File: src/rtl/icache_mshr_fill.sv
// rtl/icache_mshr_fill.sv - single-entry icache miss handler: bus request, line fill, critical-word forward, tag write
module icache_mshr_fill #(
    parameter int ADDR_W     = 32,
    parameter int DATA_W     = 32,
    parameter int LINE_BYTES = 32,
    parameter int SETS       = 64,
    localparam int BEATS     = LINE_BYTES * 8 / DATA_W,
    localparam int BEAT_W    = $clog2(BEATS),
    localparam int OFF_W     = $clog2(LINE_BYTES),
    localparam int IDX_W     = $clog2(SETS),
    localparam int TAG_W     = ADDR_W - IDX_W - OFF_W
) (
    input  logic              clk,
    input  logic              rst_n,
    input  logic              miss_valid,
    input  logic [ADDR_W-1:0] miss_addr,
    input  logic              miss_way,
    output logic              miss_ready,
    output logic              stall,
    output logic              mshr_bus_req,
    output logic [ADDR_W-1:0] mshr_bus_addr,
    input  logic              bus_mshr_ack,
    input  logic              bus_rdata_valid,
    input  logic [DATA_W-1:0] bus_rdata,
    input  logic              bus_rlast,
    output logic              linefill_en,
    output logic              linefill_way,
    output logic [IDX_W-1:0]  linefill_index,
    output logic [BEAT_W-1:0] linefill_beat,
    output logic [DATA_W-1:0] linefill_data,
    output logic              fwd_valid,
    output logic [DATA_W-1:0] fwd_data,
    output logic              tag_wr_en,
    output logic              tag_wr_way,
    output logic [IDX_W-1:0]  tag_wr_index,
    output logic [TAG_W-1:0]  tag_wr_tag,
    output logic              fill_err
);

    // Byte-within-word bits select nothing here; the word index starts above them.
    localparam int WB_W = $clog2(DATA_W / 8);

    typedef enum logic [1:0] {
        S_IDLE  = 2'd0,
        S_REQ   = 2'd1,
        S_FILL  = 2'd2,
        S_TAGWR = 2'd3
    } state_t;

    state_t                    state_q, state_d;
    logic [ADDR_W-OFF_W-1:0]   line_q;
    logic                      way_q;
    logic [BEAT_W-1:0]         crit_q;
    logic [BEAT_W-1:0]         cnt_q;
    logic                      beat_fire;
    logic                      last_beat;
    logic                      unused_lsbs;

    assign unused_lsbs = ^miss_addr[WB_W-1:0];
    assign beat_fire   = (state_q == S_FILL) && bus_rdata_valid;
    assign last_beat   = (cnt_q == BEAT_W'(BEATS - 1));

    // State register; reset aborts any fill in progress immediately.
    always_ff @(posedge clk or negedge rst_n) begin
        if (!rst_n) begin
            state_q <= S_IDLE;
        end else begin
            state_q <= state_d;
        end
    end

    // Next-state logic: an early rlast drops the line and skips the tag write.
    always_comb begin
        state_d = state_q;
        unique case (state_q)
            S_IDLE:  if (miss_valid)   state_d = S_REQ;
            S_REQ:   if (bus_mshr_ack) state_d = S_FILL;
            S_FILL: begin
                if (bus_rdata_valid) begin
                    if (last_beat)      state_d = S_TAGWR;
                    else if (bus_rlast) state_d = S_IDLE;
                end
            end
            S_TAGWR: state_d = S_IDLE;
            default: state_d = S_IDLE;
        endcase
    end

    // Output decode from state plus the live refill beat.
    always_comb begin
        miss_ready   = 1'b0;
        stall        = 1'b1;
        mshr_bus_req = 1'b0;
        linefill_en  = 1'b0;
        fwd_valid    = 1'b0;
        tag_wr_en    = 1'b0;
        fill_err     = 1'b0;
        unique case (state_q)
            S_IDLE: begin
                miss_ready = 1'b1;
                stall      = 1'b0;
            end
            S_REQ:   mshr_bus_req = 1'b1;
            S_FILL: begin
                linefill_en = beat_fire;
                fwd_valid   = beat_fire && (cnt_q == crit_q);
                fill_err    = beat_fire && bus_rlast && !last_beat;
            end
            S_TAGWR: tag_wr_en = 1'b1;
            default: ;
        endcase
    end

    // Miss capture: line address, victim way and the critical word index.
    always_ff @(posedge clk or negedge rst_n) begin
        if (!rst_n) begin
            line_q <= '0;
            way_q  <= 1'b0;
            crit_q <= '0;
        end else if (state_q == S_IDLE && miss_valid) begin
            line_q <= miss_addr[ADDR_W-1:OFF_W];
            way_q  <= miss_way;
            crit_q <= miss_addr[OFF_W-1:WB_W];
        end
    end

    // Beat counter: cleared on bus accept, advances per valid beat, never wraps.
    always_ff @(posedge clk or negedge rst_n) begin
        if (!rst_n) begin
            cnt_q <= '0;
        end else if (state_q == S_REQ && bus_mshr_ack) begin
            cnt_q <= '0;
        end else if (beat_fire) begin
            if (last_beat || bus_rlast) cnt_q <= '0;
            else                        cnt_q <= cnt_q + 1'b1;
        end
    end

    assign mshr_bus_addr  = {line_q, {OFF_W{1'b0}}};
    assign linefill_way   = way_q;
    assign linefill_index = line_q[IDX_W-1:0];
    assign linefill_beat  = cnt_q;
    assign linefill_data  = bus_rdata;
    assign fwd_data       = bus_rdata;
    assign tag_wr_way     = way_q;
    assign tag_wr_index   = line_q[IDX_W-1:0];
    assign tag_wr_tag     = line_q[ADDR_W-OFF_W-1:IDX_W];

endmodule

File: config.mk
export PLATFORM = sky130hd
export DESIGN_NAME = icache_mshr_fill
export DESIGN_NICKNAME = d
export VERILOG_FILES = /design/src/rtl/icache_mshr_fill.sv
export SDC_FILE = /design/constraint.sdc
export NUM_CORES = 1
export LEC_CHECK = 0
export CORE_AREA = 2 2 81 83
export CTS_BUF_LIST = sky130_fd_sc_hd__clkbuf_2
export CTS_CLUSTER_SIZE = 24
export DETAILED_ROUTE_END_ITERATION = 8
export DIE_AREA = 0 0 83 85
export DONT_BUFFER_PORTS = 1
export PLACE_DENSITY = 0.52
export SLEW_MARGIN = 30
export SYNTH_ARGS = -nofsm -noshare
export SYNTH_HDL_FRONTEND = slang
export SYNTH_SLANG_ARGS = --single-unit
File: constraint.sdc
create_clock -name clk -period 1.4 [get_ports clk]
set_clock_uncertainty 0.1 [all_clocks]
set_input_delay 0.28 -clock clk [delete_from_list [all_inputs] [get_ports clk]]
set_output_delay 0.28 -clock clk [all_outputs]
set_load 0.05 [all_outputs]
==> results of run 1 <==
-- cell type report --
| cell class | instances | share of cell area [%] |
|---|---|---|
| flip-flops and latches | 36 | 27.1 |
| repair buffers | 111 | 45.0 |
| clock inverters | 3 | 0.563 |
| well taps | 77 | 2.89 |
| multi-input cells | 62 | 23.1 |
| inverters | 4 | 0.638 |
| clock buffers | 5 | 0.750 |
-- worst paths after layout --
check	startpoint	to	slack (ns)	cells past startpoint
min in group asynchronous	rst_n	line_q[13]	0.23	2
setup reg to reg	state_q[0]	line_q[14]	-0.47	8
hold / removal	bus_mshr_ack	linefill_beat[1]	0.11	3
hold reg to reg	crit_q[0]	crit_q[0]	0.49	1
setup / recovery	state_q[0]	fill_err	-0.63	4
max in group asynchronous	rst_n	linefill_beat[2]	0.76	2
-- worst max-delay path, stage by stage, from the launching register on --
cell and delay, ns:
dfrtp_1 0.42, nand3b_1 0.27, buf_6 0.20, nor3b_4 0.22, buf_12 0.17
-- cells in the final DEF, fill, tap and decap left out, drive strengths merged --
cell type,count
a21oi,3
a221o,1
a31o,1
and2,2
buf,77
clkbuf,5
clkinv,3
clkinvlp,1
conb,5
dfrtp,36
dlygate4sd3,34
ha,2
inv,3
mux2,31
nand2,3
nand3,2
nand3b,3
nor2,3
nor3,1
nor3b,1
nor4,1
xor2,3
-- cell usage after synthesis (2+ instances only) --
| master | instances |
|---|---|
| nand2_1 | 3 |
| dfrtp_1 | 36 |
| buf_4 | 103 |
| nand3b_1 | 3 |
| ha_1 | 2 |
| nor2_1 | 2 |
| mux2_4 | 29 |
| nand3_1 | 2 |
| inv_1 | 4 |
| xor2_1 | 3 |
| a21oi_1 | 3 |
| mux2_2 | 2 |
| buf_12 | 3 |
-- through the flow --
step / std cells / worst slack, ns / cell area [um^2] / setup TNS [ns]
finish: 298 / -0.630 / 3340 / -18.03
global route: 298 / -0.729 / 3340 / -24.13
floorplan: 209 / -0.430 / 2480 / -12.13
detailed placement: 225 / -0.198 / 2470 / -5.75
CTS: 289 / -0.654 / 3240 / -19.77
global placement: 225 / -0.153 / 2470 / -4.08
-- sequential cells by signal, indices dropped and copies added (netlist names) --
name           count
line_q            27
crit_q             3
state_q            2
linefill_beat      3
linefill_way       1
-- cell families (layout without fill, tap and decap cells) --
logic type                 Yosys count  count (layout)  share of synthesized area [%]
AOI/OAI and AO/OA                    5               5                           1.41
xor gates and xnor gates             3               3                           1.10
adders and majority gates            2               2                           1.04
buffers and inverters              111             123                           35.8
DFF                                 36              36                           37.5
muxes                               31              31                           19.1
other                                1               5                          0.156
and+or+nand+nor                     16              16                           3.86
-- layer usage --
layer | GRT usage (%) | share of wire (%)
met4 | 7.75 | 2.6
met1 | 16.2 | 36
met2 | 27.1 | 55
met3 | 3.79 | 6.3
met5 | 0 | 0
-- what timing repair did --
action | in CTS | in global routing
hold buffers | 35 | 0
gates cloned | 3 | 0
setup endpoints to repair | 108 | 108
setup buffers | 18 | 11
hold endpoints to repair | 71 | 0
gates resized for setup | 35 | 10
pin swaps | 9 | 4
==> run summary, run 1 <==
Clock latency on the worst-skew pair = 0.36 ns
Post-synth EDFFs = 0
Post-route setup slack = -0.630 ns
Seq/Total Area, Yosys = 37.5%
DRT Wirelength = 5.46 mm
Top FF cell, synth = dfrtp_1
CP Max Fanout = 2
Clk sinks = 36
Row count = 29
Flops & latches, synth = 36
Number of H-tree levels = 2
1st-pass router iterations = 4
Post-synth top area cell = dfrtp_1
Core box area = 6200 um^2
Detail Placement HPWL = 3.15 mm
Post-layout util = 53.8%
Period minus WS final = 2.03 ns
Hold crit path type = input port to register
CTS Buffer Depth = 2
Fmax = 493 MHz
Clock root cell = clkbuf_2
Max_cap viols = 0
Fill count = 478
Starting Density = 38.7%
Total area of sequential cells = 905 um^2
Avg Inst Size Synth = 11.7 um^2
Max-slew violation count = 0
Post-synth cell types = 23
Die Footprint = 7060 um^2
CP arrival = 1.65 ns
Layout area overhead = 39.0%
Failing checks = setup timing
Initial DRC Count = 23
Antenna viol nets, final = 0
WL per Instance = 18.3 um
GR Overflow Total = 0
Largest net degree at the start of global routing = 37
Status = finished with violations
Cells after Synth = 205
Tcrit/Tclk final = 145%
Die X = 83 um
ANT cells = 0
Setup CP Type = register to primary output
Via count = 1360
RSZ-0062 raised after global routing = true
Initial antenna violation count = 0
Startpoint types = register
Asr flop ratio synth = 100%
Final setup violation count = 75
Nets = 293
PortBufs = 0
CP Capture Type = primary output
Share of the synthesized area in the top cell type = 37.5%
Critical Path RT = 1.02 ns
Tot GR Track Use = 15.0%
Cells taking the most area after synthesis = dfrtp_1, buf_4, mux2_4
Routability Congestion = 0.701
Area of the multi-input gates = 769 um^2
DRC violations left = 0
Hold_ws = 0.106 ns
Boundary pin count = 212
Clock transition at the registers of the reported paths = 0.19 ns
CTS tree = built
Final hold viol count = 0
Layout cell share with drive strength beyond 1 = 62.9%
Die H = 85 um
Mapped Area = 2400 um^2
CTS Buf Count = 5
Vias in the first global route = 1559
Vias per inst = 4.56
First-pass GRT wire length = 8.21 mm
Yosys warning total = 0
Power of run 1 is not shown: default switching activity piles up to over one toggle a cycle in this logic, so the estimate is an artifact.
==> run 2: changes to the inputs <==
--- a/config.mk
+++ b/config.mk
@@ -5,6 +5,7 @@
 export SDC_FILE = /design/constraint.sdc
 export NUM_CORES = 1
 export LEC_CHECK = 0
+export CAP_MARGIN = 20
 export CORE_AREA = 2 2 81 83
 export CTS_BUF_LIST = sky130_fd_sc_hd__clkbuf_2
 export CTS_CLUSTER_SIZE = 24
==> results of run 2 <==
No change in the layout: final DEF, timing and power equal those of run 1.
Power of run 2 is left out for the same reason.
